--- config.mk ---
export PLATFORM = sky130hd
export DESIGN_NAME = port_ingress_frontend
export DESIGN_NICKNAME = d
export VERILOG_FILES = /design/src/rtl/hydra_pkg.sv /design/src/rtl/ingress_word_fifo.sv /design/src/rtl/port_ingress_frontend.sv
export SDC_FILE = /design/constraint.sdc
export NUM_CORES = 1
export LEC_CHECK = 0
export ABC_AREA = 1
export CORE_MARGIN = 1.5
export CORE_UTILIZATION = 35
export DETAILED_ROUTE_END_ITERATION = 8
export SLEW_MARGIN = 20
export SYNTH_ARGS = -nofsm -noshare
export SYNTH_HDL_FRONTEND = slang
export SYNTH_SLANG_ARGS = --single-unit
--- constraint.sdc ---
create_clock -name clk -period 4.6 [get_ports clk]
set_input_delay 0.92 -clock clk [delete_from_list [all_inputs] [get_ports clk]]
set_output_delay 0.92 -clock clk [all_outputs]
set_load 0.05 [all_outputs]
--- src/rtl/hydra_pkg.sv ---
// Shared definitions for the port ingress front end: header field layout,
// FSM state encoding and the FIFO entry format.
package hydra_pkg;

    localparam int DATA_W     = 16;
    localparam int SRAM_IDX_W = 5;
    localparam int TIMER_W    = 8;

    // Header word layout: {len[15:7], prior[6:4], dest[3:0]}
    localparam int DEST_LSB  = 0;
    localparam int DEST_W    = 4;
    localparam int PRIOR_LSB = 4;
    localparam int PRIOR_W   = 3;
    localparam int LEN_LSB   = 7;
    localparam int LEN_W     = 9;

    typedef enum logic [2:0] {
        ST_IDLE    = 3'd0,
        ST_M_REQ   = 3'd1,
        ST_M_GUARD = 3'd2,
        ST_M_WAIT  = 3'd3,
        ST_DRAIN   = 3'd4,
        ST_DROP    = 3'd5
    } fe_state_t;

    typedef struct packed {
        logic              sop;
        logic              eop;
        logic [DATA_W-1:0] data;
    } fifo_word_t;

endpackage

--- src/rtl/ingress_word_fifo.sv ---
// Synchronous first-word-fall-through FIFO holding {sop, eop, data} entries.
// The head entry is visible whenever the FIFO is non-empty; full is registered.
module ingress_word_fifo
    import hydra_pkg::*;
#(
    parameter int DEPTH = 64
) (
    input  logic       clk,
    input  logic       rst,
    input  logic       push,
    input  fifo_word_t wr_word,
    input  logic       pop,
    output fifo_word_t head,
    output logic       empty,
    output logic       full
);

    localparam int AW = $clog2(DEPTH);

    fifo_word_t      mem_q [DEPTH];
    logic [AW-1:0]   wr_ptr_q, wr_ptr_d;
    logic [AW-1:0]   rd_ptr_q, rd_ptr_d;
    logic [AW:0]     count_q, count_d;
    logic            full_q, full_d;
    logic            do_push, do_pop;

    // A push is only taken while not full; a pop only while non-empty.
    assign do_push = push && !full_q;
    assign do_pop  = pop && (count_q != '0);

    // Pointer and occupancy update; DEPTH is a power of two so pointers wrap naturally.
    always_comb begin
        wr_ptr_d = wr_ptr_q;
        rd_ptr_d = rd_ptr_q;
        count_d  = count_q;
        if (do_push) wr_ptr_d = wr_ptr_q + 1'b1;
        if (do_pop)  rd_ptr_d = rd_ptr_q + 1'b1;
        case ({do_push, do_pop})
            2'b10:   count_d = count_q + 1'b1;
            2'b01:   count_d = count_q - 1'b1;
            default: count_d = count_q;
        endcase
        full_d = (count_d == (AW + 1)'(DEPTH));
    end

    // Control state registers.
    always_ff @(posedge clk) begin
        if (rst) begin
            wr_ptr_q <= '0;
            rd_ptr_q <= '0;
            count_q  <= '0;
            full_q   <= 1'b0;
        end else begin
            wr_ptr_q <= wr_ptr_d;
            rd_ptr_q <= rd_ptr_d;
            count_q  <= count_d;
            full_q   <= full_d;
        end
    end

    // Storage array; contents are don't-care while the slot is unoccupied.
    always_ff @(posedge clk) begin
        if (do_push) mem_q[wr_ptr_q] <= wr_word;
    end

    assign head  = mem_q[rd_ptr_q];
    assign empty = (count_q == '0);
    assign full  = full_q;

endmodule

--- src/rtl/port_ingress_frontend.sv ---
// Per-port ingress stage: buffers packet words, decodes the header, requests an
// SRAM match, then streams the payload tagged with the matched SRAM index.
// Downstream handshake: a word transfers on a cycle where xfer_vld && xfer_ready;
// while xfer_vld is high and xfer_ready low, xfer_data/xfer_last stay unchanged.
module port_ingress_frontend
    import hydra_pkg::*;
#(
    parameter int PORT_IDX      = 0,
    parameter int FIFO_DEPTH    = 64,
    parameter int MATCH_TIMEOUT = 255
) (
    input  logic                  clk,
    input  logic                  rst,
    input  logic                  wr_sop,
    input  logic                  wr_vld,
    input  logic [DATA_W-1:0]     wr_data,
    input  logic                  wr_eop,
    output logic                  wr_full,
    output logic                  match_enable,
    output logic [DEST_W-1:0]     new_dest_port,
    output logic [PRIOR_W-1:0]    new_prior,
    output logic [LEN_W-1:0]      new_length,
    input  logic                  match_end,
    input  logic [SRAM_IDX_W-1:0] matched_sram,
    output logic                  xfer_vld,
    output logic [DATA_W-1:0]     xfer_data,
    output logic [SRAM_IDX_W-1:0] xfer_sram,
    output logic                  xfer_last,
    input  logic                  xfer_ready,
    output logic                  err_pkt
);

    localparam logic [TIMER_W-1:0] TIMEOUT_T = TIMER_W'(MATCH_TIMEOUT);

    fifo_word_t               wr_word, head;
    logic                     fifo_empty, pop;
    fe_state_t                state_q, state_d;
    logic [DEST_W-1:0]        dest_q, dest_d;
    logic [PRIOR_W-1:0]       prior_q, prior_d;
    logic [LEN_W-1:0]         len_q, len_d;
    logic [SRAM_IDX_W-1:0]    sram_q, sram_d;
    logic [LEN_W-1:0]         cnt_q, cnt_d;
    logic [TIMER_W-1:0]       timer_q, timer_d;
    logic [LEN_W-1:0]         word_no;
    logic [LEN_W-1:0]         hdr_len;

    assign wr_word = {wr_sop, wr_eop, wr_data};

    ingress_word_fifo #(.DEPTH(FIFO_DEPTH)) u_fifo (
        .clk     (clk),
        .rst     (rst),
        .push    (wr_vld),
        .wr_word (wr_word),
        .pop     (pop),
        .head    (head),
        .empty   (fifo_empty),
        .full    (wr_full)
    );

    assign hdr_len = head.data[LEN_LSB +: LEN_W];
    assign word_no = cnt_q + 9'd1;

    // Next-state and output decode for the packet FSM.
    always_comb begin
        state_d      = state_q;
        dest_d       = dest_q;
        prior_d      = prior_q;
        len_d        = len_q;
        sram_d       = sram_q;
        cnt_d        = cnt_q;
        timer_d      = timer_q;
        pop          = 1'b0;
        match_enable = 1'b0;
        xfer_vld     = 1'b0;
        xfer_last    = 1'b0;
        err_pkt      = 1'b0;
        case (state_q)
            ST_IDLE: begin
                if (!fifo_empty) begin
                    pop = 1'b1;
                    if (head.sop) begin
                        dest_d  = head.data[DEST_LSB +: DEST_W];
                        prior_d = head.data[PRIOR_LSB +: PRIOR_W];
                        len_d   = hdr_len;
                        if (hdr_len == '0) begin
                            err_pkt = 1'b1;
                            state_d = ST_DROP;
                        end else begin
                            state_d = ST_M_REQ;
                        end
                    end else begin
                        err_pkt = 1'b1;   // orphan payload word
                    end
                end
            end
            ST_M_REQ: begin
                match_enable = 1'b1;
                state_d      = ST_M_GUARD;
            end
            ST_M_GUARD: begin
                // match_end may still be high from the previous match here.
                timer_d = 8'd1;
                state_d = ST_M_WAIT;
            end
            ST_M_WAIT: begin
                if (match_end) begin
                    sram_d  = matched_sram;
                    cnt_d   = '0;
                    state_d = ST_DRAIN;
                end else if (timer_q >= TIMEOUT_T) begin
                    err_pkt = 1'b1;
                    state_d = ST_DROP;
                end else if (timer_q != '1) begin
                    timer_d = timer_q + 8'd1;
                end
            end
            ST_DRAIN: begin
                if (!fifo_empty) begin
                    if (head.sop) begin
                        err_pkt = 1'b1;   // next header arrived early; leave it for IDLE
                        state_d = ST_IDLE;
                    end else begin
                        xfer_vld  = 1'b1;
                        xfer_last = head.eop || (word_no == len_q);
                        if (xfer_ready) begin
                            pop   = 1'b1;
                            cnt_d = word_no;
                            if (head.eop) begin
                                err_pkt = (word_no != len_q);
                                state_d = ST_IDLE;
                            end else if (word_no == len_q) begin
                                err_pkt = 1'b1;   // extra words follow; discard to eop
                                state_d = ST_DROP;
                            end
                        end
                    end
                end
            end
            ST_DROP: begin
                if (!fifo_empty) begin
                    if (head.sop) begin
                        state_d = ST_IDLE;
                    end else begin
                        pop = 1'b1;
                        if (head.eop) state_d = ST_IDLE;
                    end
                end
            end
            default: state_d = ST_IDLE;
        endcase
    end

    // FSM state, latched header fields, SRAM tag, word counter and match timer.
    always_ff @(posedge clk) begin
        if (rst) begin
            state_q <= ST_IDLE;
            dest_q  <= '0;
            prior_q <= '0;
            len_q   <= '0;
            sram_q  <= '0;
            cnt_q   <= '0;
            timer_q <= '0;
        end else begin
            state_q <= state_d;
            dest_q  <= dest_d;
            prior_q <= prior_d;
            len_q   <= len_d;
            sram_q  <= sram_d;
            cnt_q   <= cnt_d;
            timer_q <= timer_d;
        end
    end

    assign new_dest_port = dest_q;
    assign new_prior     = prior_q;
    assign new_length    = len_q;
    assign xfer_sram     = sram_q;
    assign xfer_data     = xfer_vld ? head.data : '0;

    a_enable_single: assert property (@(posedge clk) disable iff (rst)
        match_enable |=> !match_enable)
        else $error("port %0d: match_enable held longer than one cycle", PORT_IDX);

endmodule

# Word level (Yosys, flattened, before mapping)
# Memories as Yosys holds them, arrays and structs flattened. A register that Yosys moved wholly into a read port is not among the register bits.
# Cells that the tools add are included.
[classes]
n_reduce_logical = 15
muxes = 52
addsub = 6
order_cmp = 1
bitwise = 1
eq_ne = 25
[op_table]
columns = ["op", "n"]
rows = [
  ["$mux 3", 13],
  ["$mux 9", 4],
  ["$mux 8", 3],
  ["$mux 1", 23],
  ["$ne 2x2->1 const B", 10],
  ["$pmux 3 s6", 1],
  ["$pmux 9 s2", 1],
  ["$mux 16", 1],
  ["$pmux 8 s2", 1],
  ["$pmux 7 s2", 1],
  ["$add 6x1->6 const B", 2],
  ["$mux 6", 2],
  ["$add 9x1->9 const B", 1],
  ["$eq 9x9->1", 1],
  ["$logic_not 9->1", 1],
  ["$ne 3x3->1 const B", 3],
  ["$ne 9x9->1", 1],
  ["$add 8x1->8 const B", 1],
  ["$ge 8x8->1 const B", 1],
  ["$ne 8x8->1 const B", 1],
  ["$reduce_and 8->1", 1],
  ["$add 7x1->7 const B", 1],
  ["$eq 7x7->1 const B", 1],
  ["$logic_not 7->1", 1],
  ["19 further kinds", 24],
]
[totals]
input_bits = 28
out_inout_bits = 42
ramBits = 1152
elab_cells = 112
mem_count = 1
register_bits = 61
[memory_table]
columns = ["memory", "depth", "width", "rd", "rd_ports_with_merged_regs", "write_ports", "line_no", "rtl"]
rows = [
  ["u_fifo.mem_q", 64, 18, 1, 1, 1, "ingress_word_fifo.sv:20", "fifo_word_t mem_q [DEPTH];"],
]

# Depth between registers and ports, before layout
# Gate-level depths: netlist (run 1).
[logic_depth]
ltp_word = 8
depth_mapped = 27
depth_no_buf = 25

# Hierarchy
# A second synthesis (run 1) with hierarchy kept.
[hier_totals]
cells_unflattened = 4436
hier_area_um2 = 50372.1
[by_module_without_submodules]
columns = ["module", "area_per_inst_um2", "instances", "seq_area_each_um2", "cells_each"]
rows = [
  ["ingress_word_fifo", 48004.8, 1, 35113.7, 4096],
  ["port_ingress_frontend", 2367.3, 1, 820.8, 340],
]

# Least setup slack after synthesis (run 1)
# OpenSTA, ideal clock, no wires.
[synth_timing]
path_type = "input to register"
startpoint = "input wr_vld"
endpoint = "memory u_fifo.mem_q[52][0] (netlist bit), enable pin"
slack_ps = 652
required_ps = 4161
n_path_buf = 0
path_stages = 6
arrival_time_ps = 3509
setup_time_ps = 439
path_cell_list = "inv_1 -> nor2_1 -> clkinv_1 -> nor3_1 -> inv_1 -> nor4_1"
[synth_via]
elab_chain_cells = 3
[synth_lines]
columns = ["element", "line_no", "rtl"]
rows = [
  ["from (decl)", "port_ingress_frontend.sv:15", "input logic wr_vld,"],
  ["$logic_and 1x1->1", "ingress_word_fifo.sv:28", "assign do_push = push && !full_q;"],
  ["$mux 1", "ingress_word_fifo.sv:63", "if (do_push) mem_q[wr_ptr_q] <= wr_word;"],
  ["$mux 1 (not written as such)", "ingress_word_fifo.sv:63", ""],
  ["to (decl)", "ingress_word_fifo.sv:20", ""],
]
# Every way passes these cells.

==> results.sh, run 1 <==
export IMPL_status="finished clean"
export IMPL_r2r_end="u_fifo.full$_SDFF_PP0_"
export IMPL_grt_pass1_wl_um=212200
export IMPL_avgViaCountPerCell=5.390
export IMPL_dr_pass1_iters=7
export IMPL_setup_worst_path_end="xfer_data[5]"
export IMPL_cts_root_buf="clkbuf_16"
export IMPL_syn_area_per_cell_um2=11.95
export IMPL_cts_hold_buf=0
export IMPL_synth_area_top_cells="edfxtp_1 70%, nand2_1 7.0%, nand3_1 5.8%"
export IMPL_worstSetupStartpointType="flop"
export IMPL_gr_total_overflow=0
export IMPL_finalMaxSlewViolations=0
export IMPL_worst_slack_ns=0.1094
export IMPL_drive_gt1_share_pct=12.24
export IMPL_cp_depth=11
export IMPL_grt_pass1_vias=31947
export IMPL_hp_class="reg -> reg"
export IMPL_synth_most_common_cell="edfxtp_1"
export IMPL_internal_power_mw=20.54
export IMPL_antenna_left=0
export IMPL_path_clk_slew_ns=0.06
export IMPL_antenna_found_initial=2
export IMPL_layout_min_cycle_time_ns=4.491
export IMPL_synth_largest_area_cell="edfxtp_1"
export IMPL_routedWlPerCell_um=23.28
export IMPL_crit_type="reg -> out"
export IMPL_swShare_pct=33.12
export IMPL_tightest_slew_ns=1.051
export IMPL_grt_max_degree=75
export IMPL_num_io_pins=70
export IMPL_preCtsSetupSlack_ns=0.2670
export IMPL_synth_warnings=0
export IMPL_portBuffers=69
export IMPL_row_count=137
export IMPL_drv_cap=0
export IMPL_p_per_area_nw_per_um2=530.0
export IMPL_synth_common_cells="1152 x edfxtp_1, 924 x nand2_1, 579 x nand3_1, 431 x nor2_1, 321 x o21ai_0"
export IMPL_path_cells="clkbuf_4, buf_4, buf_16, bufbuf_16, o21ai_0, o22ai_1, o21ai_0, o22ai_1, o211ai_1, a21oi_1, buf_12"
export IMPL_p_comb_share_pct=26.8
export IMPL_cp_required_ns=3.68
export IMPL_fin_skew_ns=0.04085
export IMPL_initial_core_util_pct=35.40
export IMPL_area_growth_synth_to_final_pct=16.85
export IMPL_whs_ns=0.4655
export IMPL_post_dp_hpwl_um=83210
export IMPL_clock_latency_ns=0.75
export IMPL_coreArea_um2=140000
export IMPL_r2r_slack_ns=0.46
export IMPL_p_total_mw=30.71
export IMPL_nets=4336
export IMPL_cp_end_kind="primary output"
export IMPL_drt_initial_drc_count=3971
export IMPL_via_count=33849
export IMPL_syn_inst=4150
export IMPL_die_h_um=379.4
export IMPL_totalWireLength_um=146200
export IMPL_track_usage_pct=19.90
export IMPL_hold_viol=0
export IMPL_fmax_ghz=0.2227
export IMPL_min_period_over_period_pct=97.62
export IMPL_rsz0062_at_grt="yes"
export IMPL_maxSlewHeadroom_pct=29.95
export IMPL_cts_tree="built"
export IMPL_critPathTopFamily="compound AO/OA/AOI/OAI gates"
export IMPL_numCtsBuffers=131
export IMPL_setup_viol=0
export IMPL_ys_seq_area_share_pct=72.47
export IMPL_cts_sinks=1219
export IMPL_yosysUniqueCellTypes=47
export IMPL_cellLeakagePower_nw=19.86
export IMPL_crit_arrival_ns=3.57
export IMPL_die_w_um=379.4
export IMPL_place_congestion=0.9311
export IMPL_htreeDepth=4
export IMPL_synth_area_um2=49580
export IMPL_slowest_delay_ns=0.39
export IMPL_reg2regPathDepth=27
export IMPL_ys_flop_type="edfxtp_1"
export IMPL_p_seq_share_pct=40.6
export IMPL_crit_path_max_fanout=44
export IMPL_cp_slowest_cell="dfxtp_4"
export IMPL_clkPwrFrac_pct=32.6
export IMPL_switchingPower_mw=10.17
export IMPL_async_flop_share_pct=0
export IMPL_ys_ff_latch=1219
export IMPL_synth_edf_count=1152
export IMPL_clockBufferDepth=3
export IMPL_synth_top_area_share_pct=69.77
export IMPL_synth_fp_nets=4186
export IMPL_vdd_drop_max_uv=440.7
export IMPL_die_area_um2=143900
export IMPL_worst_path_buf_inv=5
export IMPL_tns_ns=0
export IMPL_drc_errors=0
-- state kept, by name, indices dropped and copies added (netlist names), named ones only --
name and flops:
u_fifo.mem_q 1152, cnt_q 9, new_length 9, timer_q 8, u_fifo.count_q 7, u_fifo.rd_ptr_q 6
u_fifo.wr_ptr_q 6, xfer_sram 5, new_dest_port 4, new_prior 3, state_q 3, u_fifo.full 1
-- layout by cell type, fill, tap and decap left out, drive strengths merged, types with 13 or more instances in the layout --
cell type and count:
o22ai 135, o21ai 350, edfxtp 1152, clkdlybuf4s50 32, o221ai 17, clkinv 53, a21oi 50, clkbuf 182
nand3 580, dfxtp 67, nand2 927, buf 231, o211ai 13, nor2 435, inv 71, nor3 24
-- power groups by stage --
stage,combinational (mW),clock [mW],sequential (mW)
after floorplan,4.88,0,12.7
after global placement,7.20,0,12.7
after detailed placement,7.25,0,12.7
after CTS,7.80,10.2,12.5
after global routing,8.91,10.6,12.5
final,8.24,10.0,12.5
-- tightest hold or removal path: stages, from the launching register on --
cell	delay [ns]
dfxtp_1	0.31
nand2_1	0.06
a21oi_1	0.05
-- what timing repair did --
item | CTS | global route
cloned | 10 | 8
endpoints found under the setup margin | 18 | 19
buffers inserted | 6 | 10
pin swaps | 1 | 3
resized for setup | 30 | 59
-- layer usage --
layer | share of wire [%] | track usage [%] | vias to the layer above | routed length (um)
met5 | 0 | 0 | - | 0
met4 | 2.6 | 6.717 | 0 | 3772
met3 | 9.5 | 4.023 | 227 | 13900
met2 | 46 | 30.96 | 1631 | 67450
met1 | 42 | 27.73 | 16766 | 61090
li1 | - | - | 15225 | -
-- per-stage QoR --
step / util [%] / instances / instance area (um^2)
CTS: 41.02 / 6261 / 57440
detailed placement: 37.78 / 6009 / 52910
floorplan: - / 4150 / 49580
global placement: 37.78 / 6009 / 52910
global route: 41.37 / 6279 / 57940
finish: 41.37 / 6280 / 57940
-- area by class of cell --
class,instances,area [um^2]
flip-flops and latches,1219,35950
well taps,1876,2347
diodes,1,2.502
clock buffers,175,3517
multi-input cells,2601,12190
repair inverters,3,36.28
inverters,67,307.8
repair buffers,277,3075
clock inverters,61,519.2
fillers,13027,82110
-- cell families (layout without fill, tap and decap cells) --
group	count (synthesis)	count (layout)	share of synthesized area [%]
mux	2	2	0.04038
fa+ha+maj	8	8	0.2019
simple gates	1987	1987	16.74
compound gates	587	587	6.601
buf+inv	330	583	3.644
flops	1219	1219	72.47
other cells	0	1	0
xor+xnor	17	17	0.3003
-- worst min path at each step --
stage,from,cells past startpoint,slack [ns],endpoint
3_5_place_dp,xfer_sram[4]$_SDFFE_PP0P_,2,0.45,xfer_sram[4]$_SDFFE_PP0P_
4_1_cts,xfer_sram[4]$_SDFFE_PP0P_,2,0.46,xfer_sram[4]$_SDFFE_PP0P_
3_3_place_gp,xfer_sram[3]$_SDFFE_PP0P_,2,0.45,xfer_sram[3]$_SDFFE_PP0P_
6_report,xfer_sram[3]$_SDFFE_PP0P_,2,0.47,xfer_sram[3]$_SDFFE_PP0P_
5_1_grt,xfer_sram[2]$_SDFFE_PP0P_,2,0.49,xfer_sram[2]$_SDFFE_PP0P_
2_1_floorplan,cnt_q[8]$_SDFFE_PP0P_,2,0.44,cnt_q[8]$_SDFFE_PP0P_
No activity file was read; power rests on OpenSTA's default activity.
==> run 2: changes to the inputs <==
--- a/config.mk
+++ b/config.mk
@@ -6,10 +6,10 @@
 export NUM_CORES = 1
 export LEC_CHECK = 0
 export ABC_AREA = 1
+export CORE_ASPECT_RATIO = 0.9
 export CORE_MARGIN = 1.5
 export CORE_UTILIZATION = 35
 export DETAILED_ROUTE_END_ITERATION = 8
-export SLEW_MARGIN = 20
 export SYNTH_ARGS = -nofsm -noshare
 export SYNTH_HDL_FRONTEND = slang
 export SYNTH_SLANG_ARGS = --single-unit
==> run 2 against run 1 <==
Compared with the run above:
- the flow now finishes with violations (negative setup slack)
- critical path depth is 8 higher
- sequential share of layout area rose by 0.28 points
- clock power is essentially flat
- largest cell class unchanged
- via count barely moved
- combinational power about the same
- clock skew grew 0.011 ns
- hold slack lost 0.0029 ns
- design area shrank 0.45%
- sequential power about the same
- first-iteration DRC count up 4.4%
==> results.sh, run 2 (same netlist as run 1, synthesis figures left out) <==
export IMPL_gr_total_overflow=0
export IMPL_grt_pass1_wl_um=212800
export IMPL_antenna_found_initial=2
export IMPL_p_total_mw=30.52
export IMPL_crit_arrival_ns=3.69
export IMPL_numCtsBuffers=118
export IMPL_top_register="u_fifo.mem_q"
export IMPL_path_clk_slew_ns=0.06
export IMPL_area_growth_synth_to_final_pct=16.33
export IMPL_via_count=33863
export IMPL_drive_gt1_share_pct=12.28
export IMPL_initial_core_util_pct=35.40
export IMPL_crit_type="reg -> out"
export IMPL_cts_root_buf="clkbuf_16"
export IMPL_hp_class="reg -> reg"
export IMPL_largest_reg_flops=1152
export IMPL_path_cells="buf_4, clkinv_8, buf_4, nand2_1, nand3_1, nand3_1, nand2_1, nand2_1, nand3_1, nand3_1, nand2_1, inv_2, nand2_1, nor2_1, nand2_1, nand2_1, nand2_1, nand3_1, buf_12"
export IMPL_htreeDepth=3
export IMPL_clock_latency_ns=0.75
export IMPL_die_w_um=399.7
export IMPL_worstSetupStartpointType="flop"
export IMPL_violations="negative setup slack"
export IMPL_hold_viol=0
export IMPL_cts_tree="built"
export IMPL_worst_slack_ns=-0.01474
export IMPL_routedWlPerCell_um=23.54
export IMPL_nets=4329
export IMPL_cellLeakagePower_nw=19.76
export IMPL_drt_initial_drc_count=4144
export IMPL_drv_cap=0
export IMPL_die_h_um=360.1
export IMPL_placed_cell_area_um2=53020
export IMPL_maxSlewHeadroom_pct=18.09
export IMPL_min_period_over_period_pct=100.3
export IMPL_drc_errors=0
export IMPL_hold_path_startpoint="xfer_sram[3]$_SDFFE_PP0P_"
export IMPL_status="finished with violations"
export IMPL_die_area_um2=143900
export IMPL_num_io_pins=70
export IMPL_grt_pass1_vias=31727
export IMPL_cts_sinks=1219
export IMPL_grt_max_degree=94
export IMPL_final_util_pct=41.19
export IMPL_dr_pass1_iters=7
export IMPL_final_area_um2=57680
export IMPL_track_usage_pct=19.78
export IMPL_final_common_cell="edfxtp_1"
export IMPL_coreArea_um2=140000
export IMPL_p_per_area_nw_per_um2=529.2
export IMPL_avgViaCountPerCell=5.426
export IMPL_cp_slowest_cell="dfxtp_4"
export IMPL_antenna_left=0
export IMPL_cp_required_ns=3.68
export IMPL_slowest_delay_ns=0.50
export IMPL_fmax_ghz=0.2167
export IMPL_rsz0062_at_grt="yes"
export IMPL_cts_hold_buf=0
export IMPL_tightest_slew_ns=1.229
export IMPL_vdd_drop_max_uv=364.8
export IMPL_cpMostUsedCell="nand2_1"
export IMPL_setup_viol=1
export IMPL_layout_min_cycle_time_ns=4.615
export IMPL_cp_end_kind="primary output"
export IMPL_layout_common_cells="1152 x edfxtp_1, 923 x nand2_1, 569 x nand3_1"
export IMPL_row_count=130
export IMPL_place_congestion=0.8618
export IMPL_crit_path_max_fanout=34
export IMPL_totalWireLength_um=146900
export IMPL_whs_ns=0.4625
export IMPL_portBuffers=69
export IMPL_clockBufferDepth=3
export IMPL_finalMaxSlewViolations=0
export IMPL_post_dp_hpwl_um=83180
export IMPL_fin_skew_ns=0.05149
## run 2: cell types whose count changed in the layout (fill, tap and decap cells not counted), sizes merged, moves of 3 or more
cell / delta
clkbuf: -19
bufinv: +12
buf: +10
clkinv: -8
bufbuf: -3
inv: -3
## run 2: cell type report
class,instances,area (um^2)
antenna,2,5.005
timing repair buffer,284,3047
sequential,1219,35950
inverter,67,316.6
tap,1848,2312
clock inverter,62,747.0
clock buffer,156,3132
fill,12939,82370
timing repair inverter,2,27.53
multi-input combinational,2601,12140
## run 2: path summary, 6_finish.rpt
kind | end | slack (ns) | cells past startpoint
setup / recovery | err_pkt | -0.01 | 19
hold / removal | xfer_sram[3]$_SDFFE_PP0P_ | 0.46 | 2
setup reg to reg | u_fifo.full$_SDFF_PP0_ | 0.44 | 24
hold reg to reg | xfer_sram[3]$_SDFFE_PP0P_ | 0.46 | 2
## run 2: critical path: cells and delay by family, from the launching register on
kind | cells | cell delay, ns
buffers and inverters | 5 | 0.94
flip-flops | 1 | 0.50
AND/OR/NAND/NOR | 14 | 1.46
## run 2: repair_timing
| action | 4_1_cts | 5_1_grt |
|---|---|---|
| gates cloned | 4 | 9 |
| endpoints found under the setup margin | 14 | 18 |
| pin swaps | 1 | 1 |
| setup buffers | 7 | 9 |
| resized for setup | 25 | 43 |
## run 2: metal layers
metal  GRT usage (%)  wire length, um
met1           28.93            63600
met2           29.24            64330
met5               0               10
met3           4.020            14420
met4           6.491             4548
## run 2: where the power goes
group / internal, mW / total (mW) / switching (mW)
sequential: 12.3 / 12.5 / 0.191
clock: 5.63 / 9.80 / 4.18
combinational: 2.58 / 8.24 / 5.66
## run 2: per-stage QoR
stage	TNS (ns)	worst slack, ns	std cells
2_1_floorplan	0	0.6517	4150
3_3_place_gp	0	0.2915	5992
3_5_place_dp	0	0.2729	5992
4_1_cts	-0.1811	-0.1018	6221
5_1_grt	-0.1126	-0.07379	6239
6_report	-0.01474	-0.01474	6241
